<file path="config.mk">
export PLATFORM = sky130hd
export DESIGN_NAME = if_fetch_unit_flat
export DESIGN_NICKNAME = d
export VERILOG_FILES = /design/src/rtl/if_fetch_unit_if.sv /design/src/rtl/if_fetch_unit.sv /design/src/flat_wrapper.sv
export SDC_FILE = /design/constraint.sdc
export NUM_CORES = 1
export LEC_CHECK = 0
export BUFFER_PORTS_ARGS = -buffer_cell sky130_fd_sc_hd__buf_2
export CORE_ASPECT_RATIO = 2
export CORE_MARGIN = 5
export CORE_UTILIZATION = 54
export DETAILED_ROUTE_END_ITERATION = 10
export PLACE_DENSITY = 0.81
export REMOVE_ABC_BUFFERS = 1
export SLEW_MARGIN = 40
export SYNTH_ARGS = -nofsm -noshare
export SYNTH_HDL_FRONTEND = slang
export SYNTH_SLANG_ARGS = --single-unit
export TNS_END_PERCENT = 30
</file>
<file path="constraint.sdc">
create_clock -name clk -period 5.2 [get_ports clk]
set_input_delay 0 -clock clk [delete_from_list [all_inputs] [get_ports clk]]
set_output_delay 0 -clock clk [all_outputs]
set_load 0.005 [all_outputs]
</file>
<file path="src/rtl/if_fetch_unit_if.sv">
// Fetch-stage bus bundle: ROM address/data port, branch redirect and the IF/ID handshake.
// The master modport is the fetch unit; the slave modport is its environment.
interface if_fetch_unit_if;
    logic [31:0] inst_addr;
    logic        inst_cs;
    logic [31:0] inst_data;
    logic        rom_stall;
    logic        branch_taken;
    logic [31:0] branch_target;
    logic        id_ready;
    logic        if_valid;
    logic [31:0] if_pc;
    logic [31:0] if_inst;
    logic        fetch_err;

    modport master (
        output inst_addr, inst_cs, if_valid, if_pc, if_inst, fetch_err,
        input  inst_data, rom_stall, branch_taken, branch_target, id_ready
    );

    modport slave (
        input  inst_addr, inst_cs, if_valid, if_pc, if_inst, fetch_err,
        output inst_data, rom_stall, branch_taken, branch_target, id_ready
    );
endinterface

</file>
<file path="src/rtl/if_fetch_unit.sv">
// Instruction-fetch stage: owns the PC, drives the ROM and delivers words over a valid/ready
// IF/ID register with a one-entry skid. Optional stall timeout via IF_FETCH_TIMEOUT_EN.
module if_fetch_unit #(
    parameter logic [31:0] RESET_PC = 32'h0000_0000,
    parameter int unsigned TIMEOUT  = 64
) (
    input logic            clk,
    input logic            rst,
    if_fetch_unit_if.master bus
);

    typedef enum logic [1:0] {StBoot, StFetch, StHold} state_e;

    state_e      state_q, state_d;
    logic [31:0] pc_q, pc_d;
    logic [31:0] skid_q, skid_d;
    logic [31:0] skid_pc_q, skid_pc_d;
    logic [31:0] out_pc_q, out_pc_d;
    logic [31:0] out_inst_q, out_inst_d;
    logic        valid_q, valid_d;
    logic        cs;
    logic        redirect;

    // Branches are only honoured once the boot cycle is over.
    assign redirect = bus.branch_taken && (state_q != StBoot);

    always_comb begin
        state_d    = state_q;
        pc_d       = pc_q;
        skid_d     = skid_q;
        skid_pc_d  = skid_pc_q;
        out_pc_d   = out_pc_q;
        out_inst_d = out_inst_q;
        valid_d    = valid_q;
        cs         = 1'b0;

        unique case (state_q)
            StBoot: begin
                state_d = StFetch;
            end
            StFetch: begin
                cs = 1'b1;
                if (redirect) begin
                    pc_d      = bus.branch_target & ~32'h3;
                    valid_d   = 1'b0;
                    skid_d    = '0;
                    skid_pc_d = '0;
                end else if (bus.rom_stall) begin
                    if (valid_q && bus.id_ready) begin
                        valid_d = 1'b0;
                    end
                end else if (!valid_q || bus.id_ready) begin
                    out_inst_d = bus.inst_data;
                    out_pc_d   = pc_q;
                    valid_d    = 1'b1;
                    pc_d       = pc_q + 32'd4;
                end else begin
                    // Output still occupied: park the returned word until ID drains.
                    skid_d    = bus.inst_data;
                    skid_pc_d = pc_q;
                    state_d   = StHold;
                end
            end
            StHold: begin
                if (redirect) begin
                    pc_d      = bus.branch_target & ~32'h3;
                    valid_d   = 1'b0;
                    skid_d    = '0;
                    skid_pc_d = '0;
                    state_d   = StFetch;
                end else if (bus.id_ready) begin
                    out_inst_d = skid_q;
                    out_pc_d   = skid_pc_q;
                    valid_d    = 1'b1;
                    pc_d       = pc_q + 32'd4;
                    state_d    = StFetch;
                end
            end
            default: begin
                state_d = StBoot;
            end
        endcase
    end

    always_ff @(posedge clk or posedge rst) begin
        if (rst) begin
            state_q    <= StBoot;
            pc_q       <= RESET_PC;
            skid_q     <= '0;
            skid_pc_q  <= '0;
            out_pc_q   <= '0;
            out_inst_q <= '0;
            valid_q    <= 1'b0;
        end else begin
            state_q    <= state_d;
            pc_q       <= pc_d;
            skid_q     <= skid_d;
            skid_pc_q  <= skid_pc_d;
            out_pc_q   <= out_pc_d;
            out_inst_q <= out_inst_d;
            valid_q    <= valid_d;
        end
    end

    assign bus.inst_addr = pc_q;
    assign bus.inst_cs   = cs;
    assign bus.if_valid  = valid_q;
    assign bus.if_pc     = out_pc_q;
    assign bus.if_inst   = out_inst_q;

`ifdef IF_FETCH_TIMEOUT_EN
    localparam int unsigned CntW = $clog2(TIMEOUT + 1);

    logic [CntW-1:0] stall_cnt_q, stall_cnt_d;
    logic            err_q, err_d;

    // Counter saturates at TIMEOUT; the error flag is sticky until reset.
    always_comb begin
        stall_cnt_d = stall_cnt_q;
        err_d       = err_q;
        if (!bus.rom_stall || redirect) begin
            stall_cnt_d = '0;
        end else if (state_q == StFetch) begin
            if (stall_cnt_q != CntW'(TIMEOUT)) begin
                stall_cnt_d = stall_cnt_q + 1'b1;
            end
            if (stall_cnt_d == CntW'(TIMEOUT)) begin
                err_d = 1'b1;
            end
        end
    end

    always_ff @(posedge clk or posedge rst) begin
        if (rst) begin
            stall_cnt_q <= '0;
            err_q       <= 1'b0;
        end else begin
            stall_cnt_q <= stall_cnt_d;
            err_q       <= err_d;
        end
    end

    assign bus.fetch_err = err_q;
`else
    assign bus.fetch_err = 1'b0;
`endif

endmodule

</file>
<file path="src/flat_wrapper.sv">
// flat-port wrapper written by rule: the top's interface ports become plain ports
module if_fetch_unit_flat 
#(
    parameter logic [31:0] RESET_PC = 32'h0000_0000,
    parameter int unsigned TIMEOUT  = 64
)
  (clk, rst, bus_inst_addr, bus_inst_cs, bus_if_valid, bus_if_pc, bus_if_inst, bus_fetch_err, bus_inst_data, bus_rom_stall, bus_branch_taken, bus_branch_target, bus_id_ready);
  if_fetch_unit_if bus_i ();
  input logic clk;
  input logic rst;
  output wire logic [$bits(bus_i.inst_addr)-1:0] bus_inst_addr;
  output wire logic [$bits(bus_i.inst_cs)-1:0] bus_inst_cs;
  output wire logic [$bits(bus_i.if_valid)-1:0] bus_if_valid;
  output wire logic [$bits(bus_i.if_pc)-1:0] bus_if_pc;
  output wire logic [$bits(bus_i.if_inst)-1:0] bus_if_inst;
  output wire logic [$bits(bus_i.fetch_err)-1:0] bus_fetch_err;
  input wire logic [$bits(bus_i.inst_data)-1:0] bus_inst_data;
  input wire logic [$bits(bus_i.rom_stall)-1:0] bus_rom_stall;
  input wire logic [$bits(bus_i.branch_taken)-1:0] bus_branch_taken;
  input wire logic [$bits(bus_i.branch_target)-1:0] bus_branch_target;
  input wire logic [$bits(bus_i.id_ready)-1:0] bus_id_ready;
  assign bus_inst_addr = bus_i.inst_addr;
  assign bus_inst_cs = bus_i.inst_cs;
  assign bus_if_valid = bus_i.if_valid;
  assign bus_if_pc = bus_i.if_pc;
  assign bus_if_inst = bus_i.if_inst;
  assign bus_fetch_err = bus_i.fetch_err;
  assign bus_i.inst_data = bus_inst_data;
  assign bus_i.rom_stall = bus_rom_stall;
  assign bus_i.branch_taken = bus_branch_taken;
  assign bus_i.branch_target = bus_branch_target;
  assign bus_i.id_ready = bus_id_ready;
  if_fetch_unit #(.RESET_PC(RESET_PC), .TIMEOUT(TIMEOUT)) u_core (.clk(clk), .rst(rst), .bus(bus_i));
endmodule
</file>
# Word-level counts from Yosys, hierarchy flattened
# Index checks and enable logic that the tools add are counted.
# W data, S select, Z words.
[totals]
register_bits = 163
wordCells = 76
out_inout_bits = 99
input_bits = 69
[classes]
addsub = 1
muxes = 41
n_reduce_logical = 12
n_eq_ne = 15
[op_table]
columns = ["op", "n"]
rows = [
  ["$mux W32", 22],
  ["$pmux W32 S2", 5],
  ["$add A32 B3 Y32 const B", 1],
  ["$reduce_and A4 Y1", 4],
  ["$mux W2", 5],
  ["$ne A2 B2 Y1 const B", 5],
  ["$ne A3 B2 Y1 const B", 3],
  ["$ne A4 B2 Y1 const B", 2],
  ["$mux W1", 7],
  ["$pmux W2 S3", 1],
  ["$reduce_and A6 Y1", 1],
  ["$ne A2 B1 Y1 const B", 2],
  ["$reduce_bool A2 Y1", 2],
  ["$ne A3 B1 Y1 const B", 1],
  ["$eq A2 B1 Y1 const B", 1],
  ["$eq A2 B2 Y1 const B", 1],
  ["$logic_and A1 B1 Y1", 2],
  ["$logic_not A2 Y1", 1],
  ["$pmux W1 S2", 1],
  ["$logic_not A1 Y1", 1],
  ["$logic_or A1 B1 Y1", 1],
]

# Longest topological paths before layout
# Gate-level depths: netlist (run 1).
[logic_depth]
word_depth = 6
depth_mapped = 10

# Worst setup path before layout (run 1)
# OpenSTA, ideal clock, no wires.
[synth_timing]
path_kind = "flip-flop to flip-flop"
from = "register u_core.state_q[0]"
to = "register u_core.out_inst_q[10] (netlist: u_core.bus.if_inst[10])"
path_buffers = 3
stages_incl_launch_ff = 10
required_ns = 5.071
slack_ns = 3.337
synth_period_minus_slack_ns = 1.863
setup_ns = 0.129
arrival_time_ns = 1.734
path_cell_list = "dfrtp_1 inv_1 ha_1 buf_2 nor2_1 o211ai_1 a21oi_1 buf_2 buf_2 a31oi_1"
[synth_via]
elab_chain_cells = 4
[synth_rtl]
columns = ["item", "line_no", "text"]
rows = [
  ["from (decl)", "if_fetch_unit.sv:14", "state_e state_q, state_d;"],
  ["from (signal assigned)", "if_fetch_unit.sv:87", "state_q <= StBoot;"],
  ["from (signal assigned)", "if_fetch_unit.sv:95", "state_q <= state_d;"],
  ["$reduce_bool A2 Y1", "if_fetch_unit.sv:25", "assign redirect = bus.branch_taken && (state_q != StBoot);"],
  ["$logic_and A1 B1 Y1", "if_fetch_unit.sv:25", ""],
  ["$ne A2 B2 Y1 (no source line)", "--", ""],
  ["$reduce_and A6 Y1 (no source line)", "--", ""],
  ["to (signal assigned)", "if_fetch_unit.sv:100", "out_inst_q <= out_inst_d;"],
  ["to (decl)", "if_fetch_unit.sv:19", "logic [31:0] out_inst_q, out_inst_d;"],
]
# Several ways; a longest one is shown, not always the timed one.
# A chain may end at the register's enable or synchronous reset.

# Worst setup path after layout (run 1)
[layout_timing]
from = "register u_core.state_q[0]"
to = "register u_core.skid_pc_q[4]"
[layout_via]
elab_chain_cells = 4
[layout_rtl]
columns = ["item", "line_no", "text"]
rows = [
  ["$reduce_bool A2 Y1", "if_fetch_unit.sv:25", ""],
  ["$logic_and A1 B1 Y1", "if_fetch_unit.sv:25", ""],
  ["$ne A3 B2 Y1 (no source line), or another cell as far along", "--", ""],
  ["$reduce_and A4 Y1 (no source line) or $pmux W32 S2 (tied branches)", "--", ""],
  ["to (signal assigned)", "if_fetch_unit.sv:98", "skid_pc_q <= skid_pc_d;"],
  ["to (decl)", "if_fetch_unit.sv:17", "logic [31:0] skid_pc_q, skid_pc_d;"],
]
# Several ways; a longest one is shown, not always the timed one.

==> reports/qor.yml, run 1 <==
placement:
  gp_congestion: 0.848
  place.port_buffers: 160
  dp_slack_ns: 2.33
  dp_hpwl_um: 12500
cts:
  cts-root-buf: "clkbuf_16"
  cts-resized-gates: 0
  path_clk_slew_ns: 0.07
  clock-sinks: 157
  cts_tree: "built"
  cts_buffers: 17
  insertion_delay_ns: 0.42
  clk_path_buf_depth: 2
  htree_levels: 4
final_layout:
  fin_nets: 1022
  finish.utilization_pct: 70.7
  mostFrequentLayoutCells: "160 x buf_2, 157 x dfrtp_1, 88 x nand2_1"
  drive_gt1_share_pct: 23.0
  final_common_cell: "buf_2"
  syn_to_final_growth_pct: 29.1
synth:
  ys_types: 56
  synth-seq-area-share_pct: 53.7
  synth_edf_count: 0
  ys_ff_latch: 157
  synth_ff_type: "dfrtp_1"
  synth_cells: 756
  yosys_warnings: 0
  postSynthAreaPerCell_um2: 9.68
  async_reset_ff_share_pct: 100
  syn-cell-area_um2: 7320
global_route:
  grt_remaining_overflow: 0
  grtUsageTotal_pct: 25.0
  grt_pass1_wl_um: 32400
  grt_max_degree: 95
  grt_pass1_vias: 6562
  antenna_found_initial: 1
timing:
  setup_tns_ns: 0
  hold_ws_ns: 0.0123
  tightestPinTransition_ns: 0.715
  hold_viol_final: 0
  timing.fmax_mhz: 343
  min_period_over_period_pct: 56.1
  setup_viol: 0
  rsz0062_at_grt: "no"
  clock_skew_ns: 0.00769
  fin_crit_ns: 2.92
  worst_slack_ns: 2.28
  maxSlewHeadroom_pct: 52.3
  drv_slew: 0
floorplan:
  die_area_um2: 16100
  num_io_pins: 168
  die-height_um: 175
  coreArea_um2: 13400
  start_util_pct: 54.8
  fp.dieW_um: 92.3
  num_rows: 60
critical_path:
  cp-end-kind: "flip-flop"
  worst-r2r-setup-slack_ns: 2.28
  cp-start-kind: "flip-flop"
  worstPathArrival_ns: 3.28
  rr_endpoint: "u_core.skid_pc_q[4]$_DFFE_PP0P_"
  path_class: "reg2reg"
  r2r_cells: 9
  worstPathRequired_ns: 5.56
  r2r-start: "u_core.state_q[0]$_DFFE_PP0P_"
  crit_fanout: 45
routing:
  dr_total_vias: 6541
  drt-total-wl_um: 19700
  wl_per_cell_um: 17.6
  drc_errors: 0
  drtAntennaViolNets: 0
  avgViaCountPerCell: 5.86
  dr.first_iter.drc_count: 379
  drt_pass1_iterations: 4
worst_hold_path:
  min_to: "u_core.bus.inst_addr[23]$_DFFE_PP0P_"
  hold_depth: 3
  hold_path_class: "in2reg"
  min-delay-start: "bus_branch_target[23]"
pwr:
  power_frac_clock_pct: 22.7
  p_switching_mw: 2.27
  p_int_mw: 3.59
  irDropWorstVdd_mv: 0.525
  p_sw_share_pct: 38.8
  power_density_nw_per_um2: 620
  p_leak_nw: 4.14
  combPwrFrac_pct: 38.5
  power_mw: 5.86
  power_frac_seq_pct: 38.7
outcome:
  status: "finished, final reports clean"
job:
  maxCapViolCount: 0
cell type report:
type | instances | area, um2
antenna | 1 | 2.50
clock buffer | 19 | 443
clock inverter | 12 | 185
fill | 1008 | 3910
inverter | 9 | 41.3
multi-input combinational | 531 | 3130
sequential | 157 | 3930
tap | 155 | 194
timing repair buffer | 233 | 1520
power by group through the flow:
stage / Clock [mW] / Combinational [mW] / Sequential [mW]
5_1_grt: 1.40 / 2.51 / 2.35
3_5_place_dp: 0 / 2.20 / 2.28
2_1_floorplan: 0 / 1.38 / 2.21
3_3_place_gp: 0 / 2.13 / 2.26
6_report: 1.33 / 2.26 / 2.27
4_1_cts: 1.34 / 2.25 / 2.26
metrics by stage:
step                cells  instance area, um2
floorplan             697                7050
global placement     1022                8160
detailed placement   1022                8170
CTS                  1115                9420
global route         1117                9450
finish               1117                9450
cell usage after synthesis (all sizes together) (2+ instances only):
cell type / number / share of area (%)
dfrtp: 157 / 54
nand2: 88 / 4.5
nor2: 78 / 4.0
a21oi: 63 / 4.3
o21ai: 56 / 3.8
a31oi: 37 / 3.2
nand2b: 35 / 3.0
clkbuf: 34 / 1.7
mux2i: 31 / 4.2
a22o: 30 / 3.6
buf: 29 / 2.2
nand3: 20 / 1.7
inv: 9 / 0.46
nor3: 9 / 0.68
o22ai: 9 / 0.77
a2bb2oi: 8 / 1.0
and3: 8 / 0.70
nand4: 7 / 0.60
ha: 4 / 0.68
a22oi: 3 / 0.31
nor3b: 3 / 0.38
nor4: 3 / 0.75
o211ai: 3 / 0.31
o22a: 3 / 0.36
or2: 3 / 0.26
a21o: 2 / 0.21
and4: 2 / 0.24
nand3b: 2 / 0.21
nor2b: 2 / 0.17
o21a: 2 / 0.21
o21bai: 2 / 0.21
state kept, by name, summed over array words and instances, names as in the netlist:
name	count
u_core.bus.if_inst	32
u_core.bus.if_pc	30
u_core.bus.if_valid	1
u_core.bus.inst_addr	30
u_core.skid_pc_q	30
u_core.skid_q	32
u_core.state_q	2
worst max-delay path: stages, from the launching register on:
cell	delay (ns)
dfrtp_1	0.40
inv_1	0.13
ha_1	0.22
nand2b_1	0.14
buf_4	0.42
nand3_1	0.13
buf_4	0.27
nor2_2	0.59
buf_4	0.37
a22o_1	0.17
cells by family (layout without fill, tap and decap cells):
logic type	Yosys count	after routing	share of synthesized area [%]
compound gates	228	228	19.5
fa+ha+maj	4	4	0.684
buf+inv	72	273	4.36
flops	157	157	53.7
mux	31	31	4.24
other cells	1	6	0.0512
simple gates	263	263	17.5
worst max-delay path by stage:
stage | startpoint | end | slack (ns) | cells after the start
after floorplan | u_core.state_q[0]$_DFFE_PP0P_ | u_core.bus.if_inst[10]$_DFFE_PP0P_ | -2.51 | 5
after global placement | u_core.state_q[1]$_DFFE_PP0P_ | u_core.bus.inst_addr[27]$_DFFE_PP0P_ | 2.34 | 5
after detailed placement | u_core.state_q[0]$_DFFE_PP0P_ | u_core.skid_pc_q[4]$_DFFE_PP0P_ | 2.33 | 9
after CTS | u_core.state_q[0]$_DFFE_PP0P_ | u_core.skid_pc_q[13]$_DFFE_PP0P_ | 2.33 | 9
after global routing | u_core.state_q[0]$_DFFE_PP0P_ | u_core.skid_pc_q[14]$_DFFE_PP0P_ | 2.12 | 9
final | u_core.state_q[0]$_DFFE_PP0P_ | u_core.skid_pc_q[4]$_DFFE_PP0P_ | 2.28 | 9
layer usage:
metal | part of all wire [%] | global-route usage (%) | vias up
met3 | 4.4 | 4.14 | 55
met5 | 0 | 0 | -
li1 | - | - | 3057
met2 | 53 | 43.6 | 226
met4 | 3.8 | 12.2 | 0
met1 | 38 | 29.4 | 3203
repair_timing:
item,4_1_cts,5_1_grt
hold endpoints to repair,185,0
hold buffers,62,0
buffers inserted,0,0
(Power assumes the default switching activity.)
==> run 2, diff against run 1 <==
--- a/config.mk
+++ b/config.mk
@@ -5,10 +5,11 @@
 export SDC_FILE = /design/constraint.sdc
 export NUM_CORES = 1
 export LEC_CHECK = 0
+export ABC_AREA = 1
 export BUFFER_PORTS_ARGS = -buffer_cell sky130_fd_sc_hd__buf_2
 export CORE_ASPECT_RATIO = 2
 export CORE_MARGIN = 5
-export CORE_UTILIZATION = 54
+export CORE_UTILIZATION = 55
 export DETAILED_ROUTE_END_ITERATION = 10
 export PLACE_DENSITY = 0.81
 export REMOVE_ABC_BUFFERS = 1
==> constraint.sdc (replaced) <==
create_clock -name clk -period 3.05 [get_ports clk]
set_input_delay 0 -clock clk [delete_from_list [all_inputs] [get_ports clk]]
set_output_delay 0 -clock clk [all_outputs]
set_load 0.005 [all_outputs]
==> reports/qor.yml, run 2 <==
outcome:
  status: "finished, final reports clean"  # unchanged
global_route:
  grt_pass1_wl_um: 37900  # was 32400 um
  grt_pass1_vias: 7915  # was 6562
  grt_remaining_overflow: 0  # unchanged
  grtUsageTotal_pct: 27.3  # was 25.0%
  antenna_found_initial: 0  # was 1
  grt_max_degree: 112  # was 95
final_layout:
  fill_cells: 1191  # was 1008
  ff_latch_area_um2: 3930  # unchanged
  syn_to_final_growth_pct: 25.9  # was 29.1%
  finalInstanceArea_um2: 10300  # was 9450 um2
  mostFrequentLayoutCells: "297 x nand2_1, 160 x buf_2, 157 x dfrtp_1"  # was 160 x buf_2, 157 x dfrtp_1, 88 x nand2_1
  final_common_cell: "nand2_1"  # was buf_2
  finish.utilization_pct: 70.1  # was 70.7%
  drive_gt1_share_pct: 17.0  # was 23.0%
  fin_nets: 1369  # was 1022
  antenna_cells: 0  # was 1
  multi_input_area_um2: 3410  # was 3130 um2
placement:
  dp_hpwl_um: 14600  # was 12500 um
  placed_cell_area_um2: 9100  # was 8170 um2
  place.port_buffers: 160  # unchanged
  gp_congestion: 0.862  # was 0.848
cts:
  cts_buffers: 17  # unchanged
  insertion_delay_ns: 0.43  # was 0.42 ns
  clk_path_buf_depth: 2  # unchanged
  postCtsSetupBuffers: 0  # unchanged
  cts_tree: "built"  # unchanged
  htree_levels: 4  # unchanged
  clock-sinks: 157  # unchanged
  cts-root-buf: "clkbuf_16"  # unchanged
  path_clk_slew_ns: 0.06  # was 0.07 ns
pwr:
  power_mw: 11.4  # was 5.86 mW
  p_leak_nw: 5.12  # was 4.14 nW
  irDropWorstVdd_mv: 0.831  # was 0.525 mV
  power_density_nw_per_um2: 1100  # was 620 nW/um2
routing:
  wl_per_cell_um: 15.5  # was 17.6 um
  avgViaCountPerCell: 5.43  # was 5.86
  drtAntennaViolNets: 0  # unchanged
  drt_pass1_iterations: 5  # was 4
  dr.first_iter.drc_count: 553  # was 379
  dr_total_vias: 8167  # was 6541
  drc_errors: 0  # unchanged
  drt-total-wl_um: 23300  # was 19700 um
job:
  maxCapViolCount: 0  # unchanged
critical_path:
  path_class: "reg2reg"  # unchanged
  r2r-start: "u_core.state_q[0]$_DFFE_PP0P_"  # unchanged
  crit_path_start: "u_core.state_q[0]$_DFFE_PP0P_"  # unchanged
  crit_fanout: 36  # was 45
  worstPathArrival_ns: 2.70  # was 3.28 ns
  worstPathRequired_ns: 3.35  # was 5.56 ns
  cp-start-kind: "flip-flop"  # unchanged
  cp-end-kind: "flip-flop"  # unchanged
floorplan:
  coreArea_um2: 14700  # was 13400 um2
  num_rows: 63  # was 60
  num_io_pins: 168  # unchanged
  fp.dieW_um: 96.4  # was 92.3 um
  die_area_um2: 17600  # was 16100 um2
  die-height_um: 183  # was 175 um
  start_util_pct: 55.7  # was 54.8%
timing:
  fin_crit_ns: 2.39  # was 2.92 ns
  drv_slew: 0  # unchanged
  clock_skew_ns: 0.0132  # was 0.00769 ns
  hold_viol_final: 0  # unchanged
  setup_viol: 0  # unchanged
  timing.fmax_mhz: 418  # was 343 MHz
  hold_ws_ns: 0.0220  # was 0.0123 ns
  maxSlewHeadroom_pct: 58.3  # was 52.3%
  min_period_over_period_pct: 78.5  # was 56.1%
  rsz0062_at_grt: "no"  # unchanged
  tightestPinTransition_ns: 0.624  # was 0.715 ns
synth:
  synth_ff_type: "dfrtp_1"  # unchanged
  ys_ff_latch: 157  # unchanged
  ys_types: 29  # was 56
  synth_area_leaders: "dfrtp_1 48%, nand2_1 14%, o21ai_0 6.8%"  # was dfrtp_1 54%, nand2_1 4.5%, a21oi_1 4.3%
  yosys.area.top_type: "dfrtp_1"  # unchanged
  synth_top_area_share_pct: 47.9  # was 53.7%
  postSynthAreaPerCell_um2: 7.40  # was 9.68 um2
  syn-cell-area_um2: 8200  # was 7320 um2
  synth-seq-area-share_pct: 47.9  # was 53.7%
  synth_edf_count: 0  # unchanged
  yosys_warnings: 0  # unchanged
  yosys.cell_count.top_type: "nand2_1"  # was dfrtp_1
  synth_cells: 1109  # was 756
  async_reset_ff_share_pct: 100  # unchanged
  ys_top_cells_by_count: "297 x nand2_1, 157 x dfrtp_1, 138 x inv_1"  # was 157 x dfrtp_1, 88 x nand2_1, 78 x nor2_1
worst_hold_path:
  hold_path_class: "in2reg"  # unchanged
  min-delay-start: "bus_branch_target[17]"  # was bus_branch_target[23]
==> run 2: cell types whose count changed after synthesis, sizes merged, moves of 35 or more <==
cell | previous run | this run
a21oi | 63 | 10
a31oi | 37 | 2
inv | 9 | 143
nand2 | 88 | 298
nand2b | 35 | 0
nand4 | 7 | 65
o21ai | 56 | 210
==> run 2: logic make-up after synthesis <==
family | Yosys count | share of synthesized area (%)
other cells | 1 | 0.0457
xor+xnor | 3 | 0.320
buf+inv | 215 | 11.0
compound gates | 228 | 14.3
flops | 157 | 47.9
simple gates | 501 | 25.9
fa+ha+maj | 4 | 0.610
==> run 2: cell type report <==
class	instances	share of cell area, %
clock buffers	19	4.29
clock inverters	13	1.61
inverters	143	5.27
multi-input cells	741	33.0
flip-flops and latches	157	38.0
well taps	195	2.36
repair buffers	236	15.4
==> run 2: metal layers <==
layer	track usage, %	vias to the layer above	wire length [um]
met1	31.9	3839	8580
met5	0	-	0
met3	4.54	82	1290
met4	15.6	0	1280
li1	-	3941	-
met2	46.2	305	12100
==> run 2: critical path, cell delays in order (launching register included) <==
cell and delay (ns):
dfrtp_1 0.38, inv_1 0.10, ha_1 0.24, inv_2 0.06
nand2_4 0.36, nand2_1 0.18, nand2_1 0.15, nor2_2 0.07
inv_2 0.46, nor2_1 0.10, nand2_1 0.10, nand2_1 0.06
==> run 2: through the flow <==
stage	worst slack, ns	instances	setup TNS (ns)
after floorplan	-3.53	1041	-603.67
after global placement	0.790	1410	0
after detailed placement	0.707	1410	0
after CTS	0.705	1504	0
after global routing	0.404	1504	0
final	0.655	1504	0
==> run 2: what timing repair did <==
| item | in CTS | in global routing |
|---|---|---|
| endpoints found under the hold margin | 151 | 0 |
| hold buffers | 62 | 0 |
| endpoints found under the setup margin | 0 | 0 |
| gates resized for setup | 0 | 0 |
==> run 2: report_power, final <==
part	internal (mW)	switching, mW	total (mW)
registers	3.04	0.680	3.72
logic	1.89	3.56	5.45
clock network	1.31	0.881	2.20
==> run 2: final timing paths <==
check                      cells past startpoint                              endpoint  slack (ns)
max                                           11  u_core.bus.inst_addr[27]$_DFFE_PP0P_        0.66
min                                            7  u_core.bus.inst_addr[17]$_DFFE_PP0P_        0.02
max reg2reg                                   11  u_core.bus.inst_addr[27]$_DFFE_PP0P_        0.66
min reg2reg                                    2      u_core.skid_pc_q[16]$_DFFE_PP0P_        0.51
max in group asynchronous                      4          u_core.skid_q[6]$_DFFE_PP0P_        1.96
min in group asynchronous                      3    u_core.bus.if_inst[20]$_DFFE_PP0P_        0.18
==> run 3, diff against run 2 <==
--- a/config.mk
+++ b/config.mk
@@ -9,9 +9,9 @@
 export BUFFER_PORTS_ARGS = -buffer_cell sky130_fd_sc_hd__buf_2
 export CORE_ASPECT_RATIO = 2
 export CORE_MARGIN = 5
-export CORE_UTILIZATION = 55
+export CORE_UTILIZATION = 50
 export DETAILED_ROUTE_END_ITERATION = 10
-export PLACE_DENSITY = 0.81
+export PLACE_DENSITY = 0.78
 export REMOVE_ABC_BUFFERS = 1
 export SLEW_MARGIN = 40
 export SYNTH_ARGS = -nofsm -noshare
==> constraint.sdc (replaced) <==
create_clock -name clk -period 2.1 [get_ports clk]
set_input_delay 0 -clock clk [delete_from_list [all_inputs] [get_ports clk]]
set_output_delay 0 -clock clk [all_outputs]
set_load 0.005 [all_outputs]
==> reports/qor.yml, run 3 (same netlist as run 2, synthesis figures left out) <==
global_route:
  grt_pass1_wl_um: 37900  # about the same
  grt_max_degree: 89  # was 112
  grt_pass1_vias: 7870  # was 7915
  antenna_found_initial: 0  # unchanged
  grtUsageTotal_pct: 24.6  # was 27.3%
  grt_remaining_overflow: 0  # unchanged
final_layout:
  ff_latch_area_um2: 3930  # unchanged
  mostFrequentLayoutCells: "297 x nand2_1, 160 x buf_2, 157 x dfrtp_1"  # unchanged
  drive_gt1_share_pct: 18.0  # was 17.0%
  multi_input_area_um2: 3410  # unchanged
  instances_no_fill: 1529  # was 1504
  fill_cells: 1405  # was 1191
  syn_to_final_growth_pct: 28.2  # was 25.9%
  antenna_cells: 0  # unchanged
  fin_nets: 1385  # was 1369
  finalInstanceArea_um2: 10500  # was 10300 um2
  final_common_cell: "nand2_1"  # unchanged
floorplan:
  start_util_pct: 50.7  # was 55.7%
  num_rows: 66  # was 63
  die_area_um2: 19200  # was 17600 um2
  fp.dieW_um: 101  # was 96.4 um
  die-height_um: 191  # was 183 um
  coreArea_um2: 16200  # was 14700 um2
  num_io_pins: 168  # unchanged
worst_hold_path:
  hold_depth: 7  # unchanged
  hold_path_class: "in2reg"  # unchanged
  min-delay-start: "bus_branch_target[18]"  # was bus_branch_target[17]
  min_to: "u_core.bus.inst_addr[18]$_DFFE_PP0P_"  # was u_core.bus.inst_addr[17]$_DFFE_PP0P_
routing:
  drt-total-wl_um: 22800  # was 23300 um
  drc_errors: 0  # unchanged
  wl_per_cell_um: 14.9  # was 15.5 um
  dr_total_vias: 8054  # was 8167
  avgViaCountPerCell: 5.27  # was 5.43
  drt_pass1_iterations: 5  # unchanged
  dr.first_iter.drc_count: 436  # was 553
  drtAntennaViolNets: 0  # unchanged
timing:
  drv_slew: 0  # unchanged
  fin_crit_ns: 1.92  # was 2.39 ns
  hold_viol_final: 0  # unchanged
  rsz0062_at_grt: "no"  # unchanged
  clock_skew_ns: 0.0128  # was 0.0132 ns
  setup_tns_ns: 0  # unchanged
  min_period_over_period_pct: 91.2  # was 78.5%
  timing.fmax_mhz: 522  # was 418 MHz
  tightestPinTransition_ns: 0.544  # was 0.624 ns
  hold_ws_ns: 0.0112  # was 0.0220 ns
  setup_viol: 0  # unchanged
  maxSlewHeadroom_pct: 63.7  # was 58.3%
job:
  maxCapViolCount: 0  # unchanged
cts:
  insertion_delay_ns: 0.42  # was 0.43 ns
  clk_path_buf_depth: 2  # unchanged
  clock-sinks: 157  # unchanged
  cts_tree: "built"  # unchanged
  htree_levels: 4  # unchanged
  cts_buffers: 17  # unchanged
  path_clk_slew_ns: 0.07  # was 0.06 ns
  cts-root-buf: "clkbuf_16"  # unchanged
critical_path:
  rr_endpoint: "u_core.bus.if_inst[3]$_DFFE_PP0P_"  # was u_core.bus.inst_addr[27]$_DFFE_PP0P_
  path_class: "reg2reg"  # unchanged
  critical_path.top_delay_family: "buffers and inverters"  # was simple AND/OR/NAND/NOR gates
  slowest_delay_ns: 0.37  # was 0.46 ns
  worstPathArrival_ns: 2.26  # was 2.70 ns
  worst-r2r-setup-slack_ns: 0.18  # was 0.66 ns
  r2r-start: "u_core.state_q[1]$_DFFE_PP0P_"  # was u_core.state_q[0]$_DFFE_PP0P_
  crit_fanout: 27  # was 36
  r2r_cells: 9  # was 11
  worstPathCellList: "inv_1 > ha_1 > nand2_1 > nand3_1 > a211oi_4 > buf_12 > buf_4 > nand2_1 > o21ai_1"  # was inv_1 > ha_1 > inv_2 > nand2_4 > nand2_1 > nand2_1 > nor2_2 > inv_2 > nor2_1 > nand2_1 > nand2_1
  cp-start-kind: "flip-flop"  # unchanged
  crit_top_cell: "nand2_1"  # unchanged
  cp-end-kind: "flip-flop"  # unchanged
  slowest_stage: "dfrtp_1"  # was inv_2
  crit_buf_inv: 3  # unchanged
  worstPathRequired_ns: 2.44  # was 3.35 ns
placement:
  gp_congestion: 0.878  # was 0.862
  place.port_buffers: 160  # unchanged
  placed_cell_area_um2: 9330  # was 9100 um2
  placedCellCount: 1435  # was 1410
  dp_hpwl_um: 15300  # was 14600 um
pwr:
  power_density_nw_per_um2: 1590  # was 1100 nW/um2
  irDropWorstVdd_mv: 1.17  # was 0.831 mV
  power_mw: 16.7  # was 11.4 mW
  p_leak_nw: 5.22  # was 5.12 nW
outcome:
  status: "finished, final reports clean"  # unchanged
==> run 3: changes by cell type in the layout (fill, tap and decap cells not counted), moves of 2 or more <==
cell,change
buf_12,+8
buf_4,+8
bufinv_16,-2
clkinv_2,+2
==> run 3: timing repair <==
item	in CTS	in global routing
setup buffers	0	0
endpoints found under the hold margin	138	0
endpoints found under the setup margin	0	0
gates resized for setup	0	0
hold buffers	62	0
==> run 3: through the flow <==
step	util [%]	worst slack [ns]
2_1_floorplan	-	-4.48
3_3_place_gp	57.6	0.266
3_5_place_dp	57.6	0.206
4_1_cts	65.0	0.181
5_1_grt	65.0	0.0258
6_report	65.0	0.185
==> run 3: area by class of cell <==
| class | instances | share of cell area (%) |
|---|---|---|
| Multi-Input combinational cell | 741 | 32.4 |
| Clock inverter | 13 | 1.12 |
| Tap cell | 204 | 2.43 |
| Inverter | 143 | 5.17 |
| Timing Repair Buffer | 252 | 17.2 |
| Clock buffer | 19 | 4.31 |
| Sequential cell | 157 | 37.3 |
==> run 3: worst register-to-register path: stages (launching register included) <==
cell and delay [ns]:
dfrtp_1 0.37, inv_1 0.08, ha_1 0.24, nand2_1 0.16, nand3_1 0.15, a211oi_4 0.22, buf_12 0.23, buf_4 0.23
nand2_1 0.07, o21ai_1 0.08
==> run 3: worst max path at each step <==
| stage | start | to | slack, ns | depth (start not counted) |
|---|---|---|---|---|
| 2_1_floorplan | u_core.state_q[0]$_DFFE_PP0P_ | u_core.bus.if_pc[27]$_DFFE_PP0P_ | -4.48 | 5 |
| 3_3_place_gp | u_core.state_q[1]$_DFFE_PP0P_ | u_core.bus.if_inst[18]$_DFFE_PP0P_ | 0.27 | 9 |
| 3_5_place_dp | u_core.state_q[1]$_DFFE_PP0P_ | u_core.skid_q[30]$_DFFE_PP0P_ | 0.21 | 8 |
| 4_1_cts | u_core.state_q[1]$_DFFE_PP0P_ | u_core.skid_q[3]$_DFFE_PP0P_ | 0.18 | 8 |
| 5_1_grt | u_core.state_q[1]$_DFFE_PP0P_ | u_core.skid_pc_q[7]$_DFFE_PP0P_ | 0.03 | 8 |
| 6_report | u_core.state_q[1]$_DFFE_PP0P_ | u_core.bus.if_inst[3]$_DFFE_PP0P_ | 0.18 | 9 |
==> run 3: per-layer routing <==
| layer | up-vias | routed length [um] | track usage, % |
|---|---|---|---|
| li1 | 3984 | - | - |
| met1 | 3733 | 8700 | 28.6 |
| met2 | 274 | 11800 | 42.3 |
| met3 | 63 | 1220 | 3.32 |
| met4 | 0 | 1120 | 14.6 |
| met5 | - | 0 | 0 |
==> run 3: report_power, final <==
group	switching, mW	internal [mW]
Sequential	0.962	4.42
Clock	1.26	1.70
Combinational	5.20	3.17
Total	7.42	9.28
